File: src/rtl/clock_period_meter_pkg.sv
// clock_meter_pkg
//   Shared types and default parameters for the clock period meter.
//   - meter_state_t : FSM state encoding (IDLE, ARM, MEASURE)
//   - meter_dbg_t   : debug snapshot exported by the top (FSM state plus
//                     the synchronized input and its edge strobes)
//   - *_DEFAULT     : default parameter values used by the top module
package clock_meter_pkg;

    localparam int CNT_W_DEFAULT       = 32;
    localparam int SYNC_STAGES_DEFAULT = 2;
    localparam int MAX_CYCLES_DEFAULT  = 2**24;

    typedef enum logic [1:0] {
        IDLE    = 2'd0,
        ARM     = 2'd1,
        MEASURE = 2'd2
    } meter_state_t;

    typedef struct packed {
        meter_state_t state;
        logic         sig_sync;
        logic         sig_rise;
        logic         sig_fall;
    } meter_dbg_t;

endpackage

File: src/rtl/clock_period_meter_if.sv
// clock_period_meter_if
//   Request/result bundle between a requester (master) and the meter (slave).
//   Ports carried:
//     start     requester -> meter   request one measurement
//     busy      meter -> requester   ARM or MEASURE in progress
//     done      meter -> requester   one-cycle result strobe
//     timeout   meter -> requester   1 = aborted before a second rising edge arrived
//     period    meter -> requester   fast cycles between two rising edges
//     high_time meter -> requester   fast cycles the input was high
//
// Handshake: start is a level sampled only while the meter is idle
// (busy=0 acts as ready); a start seen while busy is dropped, not queued.
// done is a single-cycle valid with no backpressure; timeout, period and
// high_time are valid in the done cycle and hold until the next done or reset.
interface clock_period_meter_if #(
    parameter int CNT_W = 32
) ();

    logic             start;
    logic             busy;
    logic             done;
    logic             timeout;
    logic [CNT_W-1:0] period;
    logic [CNT_W-1:0] high_time;

    modport master (
        output start,
        input  busy,
        input  done,
        input  timeout,
        input  period,
        input  high_time
    );

    modport slave (
        input  start,
        output busy,
        output done,
        output timeout,
        output period,
        output high_time
    );

endinterface

File: src/rtl/clock_period_meter_sync_edge_detect.sv
// sync_edge_detect
//   Brings an asynchronous level into the clock domain through a chain of
//   SYNC_STAGES flops (SYNC_STAGES must be >= 2), then registers it once
//   more so both edges can be detected.
//   Ports:
//     clock     in   fast clock
//     reset     in   synchronous, active-high; clears every flop to 0
//     async_in  in   asynchronous input level
//     sync_out  out  synchronized level (last synchronizer stage)
//     rise      out  sync_out & ~previous  (one cycle per rising edge)
//     fall      out  ~sync_out & previous  (one cycle per falling edge)
module sync_edge_detect #(
    parameter int SYNC_STAGES = 2
) (
    input  logic clock,
    input  logic reset,
    input  logic async_in,
    output logic sync_out,
    output logic rise,
    output logic fall
);

    logic [SYNC_STAGES-1:0] sync_q;
    logic                   prev_q;

    always_ff @(posedge clock) begin
        if (reset) begin
            sync_q <= '0;
            prev_q <= 1'b0;
        end else begin
            sync_q <= {sync_q[SYNC_STAGES-2:0], async_in};
            prev_q <= sync_q[SYNC_STAGES-1];
        end
    end

    // Rising and falling edges pass through the same flops, so the spacing
    // between detected edges equals the spacing seen at the first stage.
    assign sync_out = sync_q[SYNC_STAGES-1];
    assign rise     = sync_out & ~prev_q;
    assign fall     = ~sync_out & prev_q;

endmodule

File: src/rtl/clock_period_meter.sv
// clock_period_meter
//   Measures one full cycle of a slow asynchronous signal in fast-clock
//   cycles: the period between two consecutive rising edges and how many of
//   those cycles the signal was high. One measurement per start request,
//   reported through a one-cycle done strobe. If no full cycle is seen within
//   MAX_CYCLES fast cycles the measurement aborts with timeout=1 and zeroed
//   results.
//   Ports:
//     clock   in   fast system clock
//     reset   in   synchronous, active-high; aborts any measurement, no done
//     sig_in  in   asynchronous slow signal to measure
//     bus     slave modport: start in; busy, done, timeout, period,
//             high_time out
//     dbg     out  FSM state and synchronized input / edge strobes
module clock_period_meter
    import clock_meter_pkg::*;
#(
    parameter int CNT_W       = CNT_W_DEFAULT,
    parameter int SYNC_STAGES = SYNC_STAGES_DEFAULT,
    parameter int MAX_CYCLES  = MAX_CYCLES_DEFAULT
) (
    input  logic                 clock,
    input  logic                 reset,
    input  logic                 sig_in,
    clock_period_meter_if.slave  bus,
    output meter_dbg_t           dbg
);

    localparam logic [CNT_W-1:0] TMO_LAST = CNT_W'(MAX_CYCLES - 1);
    localparam logic [CNT_W-1:0] ONE      = CNT_W'(1);

    meter_state_t     state_q;
    meter_state_t     state_d;

    logic             sig_sync;
    logic             sig_rise;
    logic             sig_fall;

    logic [CNT_W-1:0] cnt_q;
    logic [CNT_W-1:0] hi_q;
    logic [CNT_W-1:0] tmo_q;
    logic             tmo_hit;

    logic             done_q;
    logic             timeout_q;
    logic [CNT_W-1:0] period_q;
    logic [CNT_W-1:0] high_time_q;
    logic             busy_c;

    sync_edge_detect #(
        .SYNC_STAGES (SYNC_STAGES)
    ) u_sync (
        .clock    (clock),
        .reset    (reset),
        .async_in (sig_in),
        .sync_out (sig_sync),
        .rise     (sig_rise),
        .fall     (sig_fall)
    );

    // Last cycle of the ARM+MEASURE budget; takes priority over a rise.
    assign tmo_hit = (tmo_q == TMO_LAST);

    // ---------------------------------------------------------------
    // FSM: state register
    // ---------------------------------------------------------------
    always_ff @(posedge clock) begin
        if (reset) begin
            state_q <= IDLE;
        end else begin
            state_q <= state_d;
        end
    end

    // ---------------------------------------------------------------
    // FSM: next-state logic
    // ---------------------------------------------------------------
    always_comb begin
        state_d = state_q;
        case (state_q)
            IDLE: begin
                if (bus.start) begin
                    state_d = ARM;
                end
            end
            ARM: begin
                if (tmo_hit) begin
                    state_d = IDLE;
                end else if (sig_rise) begin
                    state_d = MEASURE;
                end
            end
            MEASURE: begin
                if (tmo_hit || sig_rise) begin
                    state_d = IDLE;
                end
            end
            default: begin
                state_d = IDLE;
            end
        endcase
    end

    // ---------------------------------------------------------------
    // FSM: outputs decoded from state
    // ---------------------------------------------------------------
    always_comb begin
        busy_c = 1'b0;
        case (state_q)
            ARM, MEASURE: busy_c = 1'b1;
            default:      busy_c = 1'b0;
        endcase
    end

    // ---------------------------------------------------------------
    // Counters and result registers
    //   cnt starts at 1 on the first rise so that the following rise
    //   leaves cnt equal to the edge spacing. hi starts at 1 because the
    //   synchronized input is high in the rise cycle itself.
    // ---------------------------------------------------------------
    always_ff @(posedge clock) begin
        if (reset) begin
            cnt_q       <= '0;
            hi_q        <= '0;
            tmo_q       <= '0;
            done_q      <= 1'b0;
            timeout_q   <= 1'b0;
            period_q    <= '0;
            high_time_q <= '0;
        end else begin
            done_q <= 1'b0;
            case (state_q)
                IDLE: begin
                    tmo_q <= '0;
                end
                ARM: begin
                    tmo_q <= tmo_q + ONE;
                    if (tmo_hit) begin
                        timeout_q   <= 1'b1;
                        period_q    <= '0;
                        high_time_q <= '0;
                        done_q      <= 1'b1;
                    end else if (sig_rise) begin
                        cnt_q <= ONE;
                        hi_q  <= ONE;
                    end
                end
                MEASURE: begin
                    tmo_q <= tmo_q + ONE;
                    if (tmo_hit) begin
                        timeout_q   <= 1'b1;
                        period_q    <= '0;
                        high_time_q <= '0;
                        done_q      <= 1'b1;
                    end else if (sig_rise) begin
                        timeout_q   <= 1'b0;
                        period_q    <= cnt_q;
                        high_time_q <= hi_q;
                        done_q      <= 1'b1;
                    end else begin
                        cnt_q <= cnt_q + ONE;
                        hi_q  <= hi_q + {{(CNT_W-1){1'b0}}, sig_sync};
                    end
                end
                default: begin
                    tmo_q <= '0;
                end
            endcase
        end
    end

    assign bus.busy      = busy_c;
    assign bus.done      = done_q;
    assign bus.timeout   = timeout_q;
    assign bus.period    = period_q;
    assign bus.high_time = high_time_q;

    assign dbg.state    = state_q;
    assign dbg.sig_sync = sig_sync;
    assign dbg.sig_rise = sig_rise;
    assign dbg.sig_fall = sig_fall;

endmodule

File: src/flat_wrapper.sv
// flat-port wrapper written by rule: the top's interface ports become plain ports
module clock_period_meter_flat import clock_meter_pkg::*;
#(
    parameter int CNT_W       = CNT_W_DEFAULT,
    parameter int SYNC_STAGES = SYNC_STAGES_DEFAULT,
    parameter int MAX_CYCLES  = MAX_CYCLES_DEFAULT
)
  (clock, reset, sig_in, dbg, bus_start, bus_busy, bus_done, bus_timeout, bus_period, bus_high_time);
  clock_period_meter_if #(.CNT_W(CNT_W)) bus_i ();
  input  logic clock;
  input  logic reset;
  input  logic sig_in;
  output meter_dbg_t dbg;
  input wire logic [$bits(bus_i.start)-1:0] bus_start;
  output wire logic [$bits(bus_i.busy)-1:0] bus_busy;
  output wire logic [$bits(bus_i.done)-1:0] bus_done;
  output wire logic [$bits(bus_i.timeout)-1:0] bus_timeout;
  output wire logic [$bits(bus_i.period)-1:0] bus_period;
  output wire logic [$bits(bus_i.high_time)-1:0] bus_high_time;
  assign bus_i.start = bus_start;
  assign bus_busy = bus_i.busy;
  assign bus_done = bus_i.done;
  assign bus_timeout = bus_i.timeout;
  assign bus_period = bus_i.period;
  assign bus_high_time = bus_i.high_time;
  clock_period_meter #(.CNT_W(CNT_W), .SYNC_STAGES(SYNC_STAGES), .MAX_CYCLES(MAX_CYCLES)) u_core (.clock(clock), .reset(reset), .sig_in(sig_in), .bus(bus_i), .dbg(dbg));
endmodule
File: config.mk
export PLATFORM = sky130hd
export DESIGN_NAME = clock_period_meter_flat
export DESIGN_NICKNAME = d
export VERILOG_FILES = /design/src/rtl/clock_period_meter_pkg.sv /design/src/rtl/clock_period_meter_if.sv /design/src/rtl/clock_period_meter_sync_edge_detect.sv /design/src/rtl/clock_period_meter.sv /design/src/flat_wrapper.sv
export SDC_FILE = /design/constraint.sdc
export NUM_CORES = 1
export LEC_CHECK = 0
export CAP_MARGIN = 20
export CORE_ASPECT_RATIO = 0.8
export CORE_MARGIN = 2
export CORE_UTILIZATION = 38
export DETAILED_ROUTE_END_ITERATION = 6
export SYNTH_ARGS = -nofsm -noshare
export SYNTH_HDL_FRONTEND = slang
export SYNTH_SLANG_ARGS = --single-unit
export TNS_END_PERCENT = 100
File: constraint.sdc
create_clock -name clock -period 2.57 [get_ports clock]
set_input_delay 0.257 -clock clock [delete_from_list [all_inputs] [get_ports clock]]
set_output_delay 0.257 -clock clock [all_outputs]
set_load 0.02 [all_outputs]
==> results.cfg, run 1 <==
[floorplanning]
die_x_um = 161
num_rows = 45
die-area_mm2 = 0.0209
ioPinCount = 76
core_region_area_mm2 = 0.0191
initial_utilization_pct = 39.2
die_h_um = 130

[detailed_routing]
ant_nets = 0
vias_per_cell = 5.40
via_count = 6843
dr.pass1.iters = 5
routedWlPerCell_um = 15.1
drcViolationCount = 0
first_iter_violations = 713
wl_um = 19100

[final_layout]
final_cells = 1267
layout_commonest_cell = dfxtp_1
syn2layout_area_growth_pct = 22.5
final_cell_mix = dfxtp_1 (167), nand2_1 (136), nand3_1 (98), o21ai_0 (98), clkdlybuf4s50_1 (74)
final_nets = 1007
diodes = 0
drive_gt1_share_pct = 8.72

[setup_path]
ff2ff_path_depth = 6
timing.reg2reg.setup_slack_ns = 0.23
worst_r2r_endpoint = u_core.cnt_q[27]
crit_path_max_fanout = 8
cp.required_ns = 2.93
cp-start-kind = flop
reg2reg_from = u_core.cnt_q[0]
worstSetupPathType = flop to flop
end_kind = flop
startpoint = u_core.cnt_q[0]
worstPathArrival_ns = 2.70
crit_end = u_core.cnt_q[27]

[logic_synthesis]
yosysWarningCount = 0
yosys.area_share.xor_xnor_pct = 2.92
synth_async_sr_flop_share_pct = 0
synth_cells = 938
synth_edf_count = 0
synth_top_family_by_area = simple AND/OR/NAND/NOR gates
muxShareOfSynthArea_pct = 0
syn_nets = 949
ys_seq_elements = 167
ys_seq_area_share_pct = 44.6
synthFlopType = dfxtp_1
yosys.area_share.simple_pct = 28.6
synth_compound_area_share_pct = 18.3
synth.distinct_cells = 50
synth_area_mm2 = 0.00750
avgSynthCellArea_um2 = 8.00
synthAdderAreaFrac_pct = 1.17

[pwr]
vdd_drop_max_mv = 0.358
power_frac_clock_pct = 47.0
p_comb_share_pct = 5.4
powerDensity_mw_per_mm2 = 597
leakagePower_nw = 2.89
switching_share_pct = 23.8
power_switching_mw = 1.30
total_power_mw = 5.49
intPower_mw = 4.19
pwr-share-seq_pct = 47.5

[worst_hold_path]
hp-class = primary input to flop

[outcome]
status = finished clean

[sta]
finalCriticalPeriod_ns = 2.34
max_freq_ghz = 0.427
fin_skew_ns = 0.00898
setup_tns_ns = 0
slew_headroom_pct = 40.0
setup_viol = 0
rsz0062_at_grt = false
worst_slack_ns = 0.229
hold_viol_final = 0
slew_violations = 0
tightest_slew_ns = 0.900
fin_crit_sh_pct = 91.1

[clock_tree]
ctsLongestPathBuffers = 2
cts_max_level = 4
insertion_delay_ns = 0.43
cts_root_buf = clkbuf_16
cts_tree = built
numClockSinks = 167
cts_buffers = 17
path_clk_slew_ns = 0.06

[placed_design]
dpl.hpwl_um = 12600
port_buffers = 75
dp.cells = 1235
preCtsSetupSlack_ns = 0.255
gp_routability_congestion = 0.803

[global_route]
grt_max_degree = 82
grt_pass1_wl_um = 32000
grt_use_total_pct = 18.9
grt_pass1_vias = 6312
antenna_found_initial = 0
gr-total-overflow = 0

[job]
maxCapViolCount = 0
[worst max-delay path: stages, from the launching register on]
cell and delay, ns:
dfxtp_1 0.40, and4_1 0.29, or4b_1 0.63, nor4_4 0.38, nand3_1 0.11, or3_1 0.32
a21oi_1 0.14
[worst min path at each step]
stage | from | to | slack, ns | depth (start not counted)
finish | sig_in | u_core.u_sync.sync_q[0] | 0.37 | 2
detailed placement | u_core.u_sync.sync_q[0] | u_core.u_sync.sync_q[1] | 0.43 | 1
global route | sig_in | u_core.u_sync.sync_q[0] | 0.38 | 2
floorplan | sig_in | u_core.u_sync.sync_q[0] | 0.39 | 1
global placement | u_core.u_sync.sync_q[0] | u_core.u_sync.sync_q[1] | 0.42 | 1
CTS | sig_in | u_core.u_sync.sync_q[0] | 0.36 | 2
[logic make-up (layout without fill, tap and decap cells)]
group / Yosys count / in the layout
buffers and inverters: 83 / 154
DFF: 167 / 167
xor gates and xnor gates: 25 / 25
and+or+nand+nor: 426 / 426
AOI/OAI and AO/OA: 230 / 230
adders and majority gates: 7 / 7
[synth_stat cells (all sizes together) (2+ instances only)]
cell	n	area (um2)
a211oi	3	22.5
a21oi	52	260
a311oi	23	201
a31oi	16	100
a32o	3	30.0
a41oi	7	61.3
and2	4	25.0
and3	24	150
and4	4	35.0
buf	22	104
clkbuf	50	188
dfxtp	167	3340
ha	7	87.6
inv	11	41.3
nand2	136	510
nand2b	6	37.5
nand3	101	521
nand4	25	156
nand4b	5	43.8
nor2	56	210
nor2b	4	25.0
nor3	20	115
nor4	14	115
nor4b	2	30.0
o211ai	4	30.0
o21a	6	45.0
o21ai	106	531
o221a	3	33.8
o31ai	2	15.0
or3	14	87.6
or4	6	45.0
xnor2	7	61.3
xor2	18	158
[flip-flops by register name, summed over array words and instances, names as in the netlist]
name                  count
u_core.u_sync.sync_q      2
u_core.hi_q              32
u_core.bus.high_time     32
u_core.bus.done           1
u_core.tmo_q             32
u_core.cnt_q             32
u_core.bus.timeout        1
u_core.state_q            2
u_core.bus.period        32
u_core.u_sync.prev_q      1
[routing by layer]
| layer | global-route usage [%] | vias to the layer above | share of wire, % |
|---|---|---|---|
| met4 | 6.14 | 0 | 1.1 |
| met5 | 0 | - | 0 |
| met2 | 27.5 | 153 | 41 |
| met1 | 27.6 | 3157 | 53 |
| li1 | - | 3513 | - |
| met3 | 4.16 | 20 | 5.0 |
[power by group through the flow]
| stage | combinational, mW | clock [mW] | sequential, mW |
|---|---|---|---|
| after CTS | 0.302 | 2.64 | 2.61 |
| after detailed placement | 0.300 | 0 | 2.67 |
| final | 0.299 | 2.58 | 2.61 |
| after global routing | 0.334 | 2.75 | 2.61 |
| after global placement | 0.299 | 0 | 2.67 |
| after floorplan | 0.198 | 0 | 2.67 |
[through the flow]
stage | hold slack (ns) | area (um2) | util, %
global placement | 0.418 | 8600 | 44.9
finish | 0.374 | 9190 | 48.0
detailed placement | 0.427 | 8600 | 44.9
CTS | 0.361 | 9190 | 48.0
floorplan | 0.385 | 7500 | -
global route | 0.383 | 9190 | 48.0
[what timing repair did]
item,CTS,global route
setup endpoints to repair,0,3
buffers inserted,0,0
hold buffers,0,0
resized for setup,0,1
[final cells by class]
type	instances	area, um2
Clock buffer	22	474
Multi-Input combinational cell	688	3850
Fill cell	1909	9950
Timing Repair Buffer	111	1040
Inverter	11	41.3
Sequential cell	167	3340
Tap cell	258	323
Clock inverter	10	119
No activity file was read; power rests on OpenSTA's default activity.
==> run 2, diff against run 1 <==
==> constraint.sdc (replaced) <==
create_clock -name clock -period 2.57 [get_ports clock]
set_input_delay 0.257 -clock clock [delete_from_list [all_inputs] [get_ports clock]]
set_output_delay 0.257 -clock clock [all_outputs]
set_load 0.1 [all_outputs]
==> run 2 against run 1 <==
Compared with the run above: maximum frequency is 4.9% lower; critical path type unchanged; first-iteration DRC count is 5.6% lower; sequential power hardly changed; critical path depth is 2 higher; largest power group is now the clock network.
==> results.cfg, run 2 (synthesized netlist as in run 1, its figures left out) <==
[clock_tree]
cts-hold-fix-buffers = 0
cts_tree = built
cts_buffers = 17
insertion_delay_ns = 0.43
cts_root_buf = clkbuf_16
path_clk_slew_ns = 0.07
ctsLongestPathBuffers = 2
cts_max_level = 4
numClockSinks = 167

[setup_path]
end_kind = flop
crit_end = u_core.hi_q[13]
ff2ff_path_depth = 8
timing.reg2reg.setup_slack_ns = 0.11
startpoint = u_core.state_q[0]
reg2reg_from = u_core.state_q[0]
worst_r2r_endpoint = u_core.hi_q[13]
worstPathArrival_ns = 2.78
worstSetupPathType = flop to flop
cp.required_ns = 2.89
cp-start-kind = flop
crit_path_max_fanout = 23

[placed_design]
gp_routability_congestion = 0.805
port_buffers = 75
dp.cells = 1243
dpl.hpwl_um = 13000

[detailed_routing]
vias_per_cell = 5.48
first_iter_violations = 673
dr.pass1.iters = 5
drcViolationCount = 0
routedWlPerCell_um = 15.8
ant_nets = 0
wl_um = 20200
via_count = 6996

[final_layout]
final_cell_mix = dfxtp_1 (165), nand2_1 (136), buf_4 (112), nand3_1 (98), o21ai_0 (98)
drive_gt1_share_pct = 16.8
final_nets = 1016
layout_commonest_cell = dfxtp_1
final_cells = 1276
diodes = 0
syn2layout_area_growth_pct = 22.1

[floorplanning]
initial_utilization_pct = 39.2
ioPinCount = 76
core_region_area_mm2 = 0.0191
die-area_mm2 = 0.0209
die_h_um = 130
num_rows = 45
die_x_um = 161

[worst_hold_path]
hp-class = primary input to flop

[global_route]
grt_pass1_vias = 6230
grt_pass1_wl_um = 32700
gr-total-overflow = 0
grt_use_total_pct = 19.4
grt_max_degree = 82
antenna_found_initial = 0

[sta]
rsz0062_at_grt = false
slew_violations = 0
tightest_slew_ns = 0.973
max_freq_ghz = 0.406
finalCriticalPeriod_ns = 2.46
fin_crit_sh_pct = 95.7
setup_tns_ns = 0
setup_viol = 0
fin_skew_ns = 0.0108
slew_headroom_pct = 35.1
hold_viol_final = 0

[pwr]
leakagePower_nw = 3.11
powerDensity_mw_per_mm2 = 635
vdd_drop_max_mv = 0.379

[job]
maxCapViolCount = 0

[outcome]
status = finished clean
==> run 2: worst min-delay path by stage <==
stage	from	to	slack [ns]	cells past startpoint
after floorplan	sig_in	u_core.u_sync.sync_q[0]	0.39	1
after global placement	u_core.u_sync.sync_q[0]	u_core.u_sync.sync_q[1]	0.42	1
after detailed placement	u_core.u_sync.sync_q[0]	u_core.u_sync.sync_q[1]	0.42	1
after CTS	reset	u_core.hi_q[24]	0.37	6
after global routing	reset	u_core.hi_q[26]	0.38	6
final	reset	u_core.hi_q[26]	0.37	6
==> run 2: report_power, final <==
part	internal [mW]	switching (mW)
registers	2.60	0.0125
logic	0.0821	0.278
clock network	1.76	1.08
==> run 2: area by class of cell <==
cell class / count / area (um2)
Fill cell: 1907 / 9980
Multi-Input combinational cell: 689 / 3870
Sequential cell: 167 / 3350
Timing Repair Buffer: 119 / 928
Clock buffer: 21 / 450
Tap cell: 258 / 323
Clock inverter: 11 / 195
Inverter: 11 / 41.3
==> run 2: layer usage <==
metal | vias to the layer above | share of wire [%] | global-route usage, %
met5 | - | 0 | 0
met2 | 206 | 41 | 27.8
li1 | 3540 | - | -
met1 | 3240 | 53 | 29.4
met3 | 10 | 5.5 | 4.03
met4 | 0 | 0.69 | 4.94
==> run 2: stage by stage <==
step           setup WS (ns)  instance area, um2  total power, mW  util, %  hold WS, ns
6_report               0.110                9160             5.81     47.8        0.373
4_1_cts               0.0429                9140             5.86     47.8        0.367
2_1_floorplan         0.0497                7520             2.92        -        0.385
3_5_place_dp          0.0428                8500             3.03     44.4        0.420
3_3_place_gp           0.145                8500             3.03     44.4        0.418
5_1_grt              0.00616                9160             6.01     47.8        0.382
==> run 2: worst max-delay path, cell delays in order, from the launching register on <==
cell,delay [ns]
dfxtp_4,0.37
inv_1,0.08
ha_1,0.27
nor2_1,0.19
and4b_1,0.26
nor2_2,0.61
buf_12,0.25
nand2_1,0.06
a32o_1,0.25
==> run 2: repair_timing <==
item                       4_1_cts  5_1_grt
setup endpoints to repair        0       32
hold endpoints to repair         0        0
setup buffers                    0        0
resized for setup                0        3
==> RTL change 1, RTL diff (flow settings as in run 1) <==
Change the package constant `SYNC_STAGES_DEFAULT` from 2 to 4.
--- a/src/rtl/clock_period_meter_pkg.sv
+++ b/src/rtl/clock_period_meter_pkg.sv
@@ -7,7 +7,7 @@
 package clock_meter_pkg;
 
     localparam int CNT_W_DEFAULT       = 32;
-    localparam int SYNC_STAGES_DEFAULT = 2;
+    localparam int SYNC_STAGES_DEFAULT = 4;
     localparam int MAX_CYCLES_DEFAULT  = 2**24;
 
     typedef enum logic [1:0] {
Function: changed (a bounded check fails within 4 cycles, from zero or initial values and one cycle with reset high).
==> RTL change 1 against run 1 <==
  * Sequential cell count increased by 2
  * Worst setup slack got worse by 88 ps
  * Design area increased by 6.9%
  * Count of clock-buffer cells in the layout decreased by 4
  * Routed wire length increased by 20%
  * Non-clock buffer count increased by 10
  * Area after synthesis increased by 7.5%
  * Synthesized cell count increased by 4.1%
  * Critical path depth increased by 1
  * Die area increased by 7.3%
  * Critical endpoint is now u_core.bus.period[26]
  * Highest routed layer unchanged
Power is not compared: it rests on default switching activity, and its combinational part moved more than twofold at a synthesized area within 25%.
==> RTL change 1: results <==
[outcome]
outcome = complete, no violations

[critical_path]
critPathTopFamily = compound AO/OA/AOI/OAI gates
rr_startpoint = u_core.tmo_q[0]
worstReg2RegEnd = u_core.bus.period[26]
cpPeakStageDelay_ps = 780
crit_slowest_cell = a21oi_4
reg2reg_depth = 7
arrival_ps = 2790

[place]
hpwl_mm = 14.5
dpl_cell_area_mm2 = 0.00919
dp_cells = 1274
gp_congestion = 0.797
place_ws_ps = 115

[detailed_routing]
wl_mm = 22.9
top_layer = met4
wl_met1_mm = 11.9
dr_wl_met2_mm = 9.72
routedWlPerCell_um = 17.5
wl_met3_mm = 1.01
drt_first_iter_violations = 681
vias = 7819

[logic_synthesis]
syn_nets = 987
synth_top_cells_by_count = 169 x dfxtp_1, 93 x o21ai_0, 87 x nand4_1
synth.area.top_cells = dfxtp_1 42%, nand4_1 6.7%, o21ai_0 5.8%
synthCells = 976
ys_seq_area_share_pct = 41.9

[timing]
worstMarginPinSlew_ps = 965
skew_ps = 10.9

[power_and_ir_drop]
p_seq_share_pct = 33.6
report.power.total_mw = 8.00

[hold_path]
min_from = reset

[finish]
drive_above_1_share_pct = 9.73
fillers = 2045
nNetsFinal = 1036

[global_routing]
grt_pass1_wl_mm = 37.0
grt_usage_pct = 20.0
grt_pass1_vias = 6952
grt_max_degree = 71

[clocking]
cts_buffer_depth = 2
-- RTL change 1: layout make-up --
type	instances	area [um^2]	area share, %
clock buffer	18	439	4.47
clock inverter	14	149	1.52
inverter	12	45.0	0.459
multi-input combinational	704	4320	43.9
sequential	169	3380	34.4
tap	269	337	3.43
timing repair buffer	121	1150	11.7
-- RTL change 1: cells by family after synthesis --
kind of cell	count (synthesis)	synth area share [%]
AOI/OAI and AO/OA	313	24.6
xor gates and xnor gates	23	2.50
adders and majority gates	7	1.09
buffers and inverters	104	5.38
DFF	169	41.9
and+or+nand+nor	360	24.5
-- RTL change 1: timing repair --
item                                    in CTS  in global routing
resized for setup                            2                  7
endpoints found under the setup margin       1                 33
hold buffers                                 0                  0
gates cloned                                 0                  1
-- RTL change 1: layer usage --
layer | GRT usage [%] | up-vias
li1 | - | 3826
met1 | 30.1 | 3775
met2 | 28.9 | 201
met3 | 4.01 | 17
met4 | 5.12 | 0
met5 | 0 | -
==> RTL change 2, RTL diff (flow settings as in run 1) <==
Without the edit above. Reset style: asynchronous (`reset`), changed in 3 clocked blocks.
--- a/src/rtl/clock_period_meter_sync_edge_detect.sv
+++ b/src/rtl/clock_period_meter_sync_edge_detect.sv
@@ -23,7 +23,7 @@
     logic [SYNC_STAGES-1:0] sync_q;
     logic                   prev_q;
 
-    always_ff @(posedge clock) begin
+    always_ff @(posedge clock or posedge reset) begin
         if (reset) begin
             sync_q <= '0;
             prev_q <= 1'b0;
--- a/src/rtl/clock_period_meter.sv
+++ b/src/rtl/clock_period_meter.sv
@@ -64,7 +64,7 @@
     // ---------------------------------------------------------------
     // FSM: state register
     // ---------------------------------------------------------------
-    always_ff @(posedge clock) begin
+    always_ff @(posedge clock or posedge reset) begin
         if (reset) begin
             state_q <= IDLE;
         end else begin
@@ -118,7 +118,7 @@
     //   leaves cnt equal to the edge spacing. hi starts at 1 because the
     //   synchronized input is high in the rise cycle itself.
     // ---------------------------------------------------------------
-    always_ff @(posedge clock) begin
+    always_ff @(posedge clock or posedge reset) begin
         if (reset) begin
             cnt_q       <= '0;
             hi_q        <= '0;
Function: differs if reset is asserted again (counterexample within 4 cycles, from zero or initial values and one cycle with reset high); with reset held inactive, the same outputs for 10 cycles.
==> RTL change 2 against run 1 <==
  * Design area rose by 6.8%
  * Sequential cell count did not move
  * Sequential share of layout area rose by 6.2 points
  * Routed wire length fell by 3.8%
  * Area after synthesis rose by 3.7%
  * Clock skew rose by 7.3 ps
  * Worst setup slack got worse by 120 ps
  * Global-route usage fell by 1.1 points
  * First-iteration DRC count fell by 43%
  * Critical path type unchanged
Power is not compared: it rests on default switching activity, and its combinational part moved more than twofold at a synthesized area within 25%.
==> RTL change 2: results <==
[outcome]
outcome = complete, no violations

[hold_path]
hold_class = in2async

[timing]
slew_headroom_pct = 60.2
skew_ps = 16.2

[global_routing]
grt_usage_pct = 17.8
grt_max_degree = 80
grt_use_met3_pct = 3.96
grt_pass1_vias = 5929
grt_pass1_wl_mm = 31.2

[critical_path]
arrival_ps = 2830
critical_path.startpoint = u_core.state_q[1]
rr_startpoint = u_core.state_q[1]
worstPathMaxFanout = 10
cpPeakStageDelay_ps = 470
critPathTopFamily = buffers and inverters
endpoint = u_core.cnt_q[31]
reg2reg_depth = 12
r2r_setup_slack_ps = 110

[place]
hpwl_mm = 12.0

[logic_synthesis]
ys_seq_area_share_pct = 53.7
synthArstFlopShare_pct = 100
postSynthAreaPerCell_um2 = 10.3
synth_ff_type = dfrtp_1
synth_cell_types = 51
synth_top_cells_by_count = 167 x dfrtp_1, 78 x nand2_1, 64 x a22o_1

[detailed_routing]
dr_wl_met2_mm = 7.82
first_pass_iters = 4
drt_first_iter_violations = 405
wl_met3_um = 611

[finish]
drive_above_1_share_pct = 12.8
## RTL change 2: kinds of logic after synthesis
logic type	after synthesis	share of synthesized area, %
fa+ha+maj	7	1.13
compound gates	214	19.4
simple gates	278	18.4
buf+inv	63	4.08
flops	167	53.7
mux	1	0.129
xor+xnor	28	3.15
## RTL change 2: stage by stage
step	util [%]	worst slack [ps]
5_1_grt	49.2	-17.0
2_1_floorplan	-	4.00
3_5_place_dp	45.6	32.4
4_1_cts	48.7	25.4
6_report	49.2	114
3_3_place_gp	45.6	70.3
## RTL change 2: timing repair
item,4_1_cts,5_1_grt
hold endpoints to repair,0,0
setup endpoints to repair,0,36
hold buffers,0,0
buffers inserted,0,6
gates resized for setup,0,13
## RTL change 2: final cells by class
type | count | share of cell area, %
Timing Repair Buffer | 134 | 13.0
Clock buffer | 18 | 4.47
Tap cell | 264 | 3.36
Sequential cell | 167 | 42.6
Multi-Input combinational cell | 528 | 34.2
Clock inverter | 14 | 1.78
Inverter | 14 | 0.573
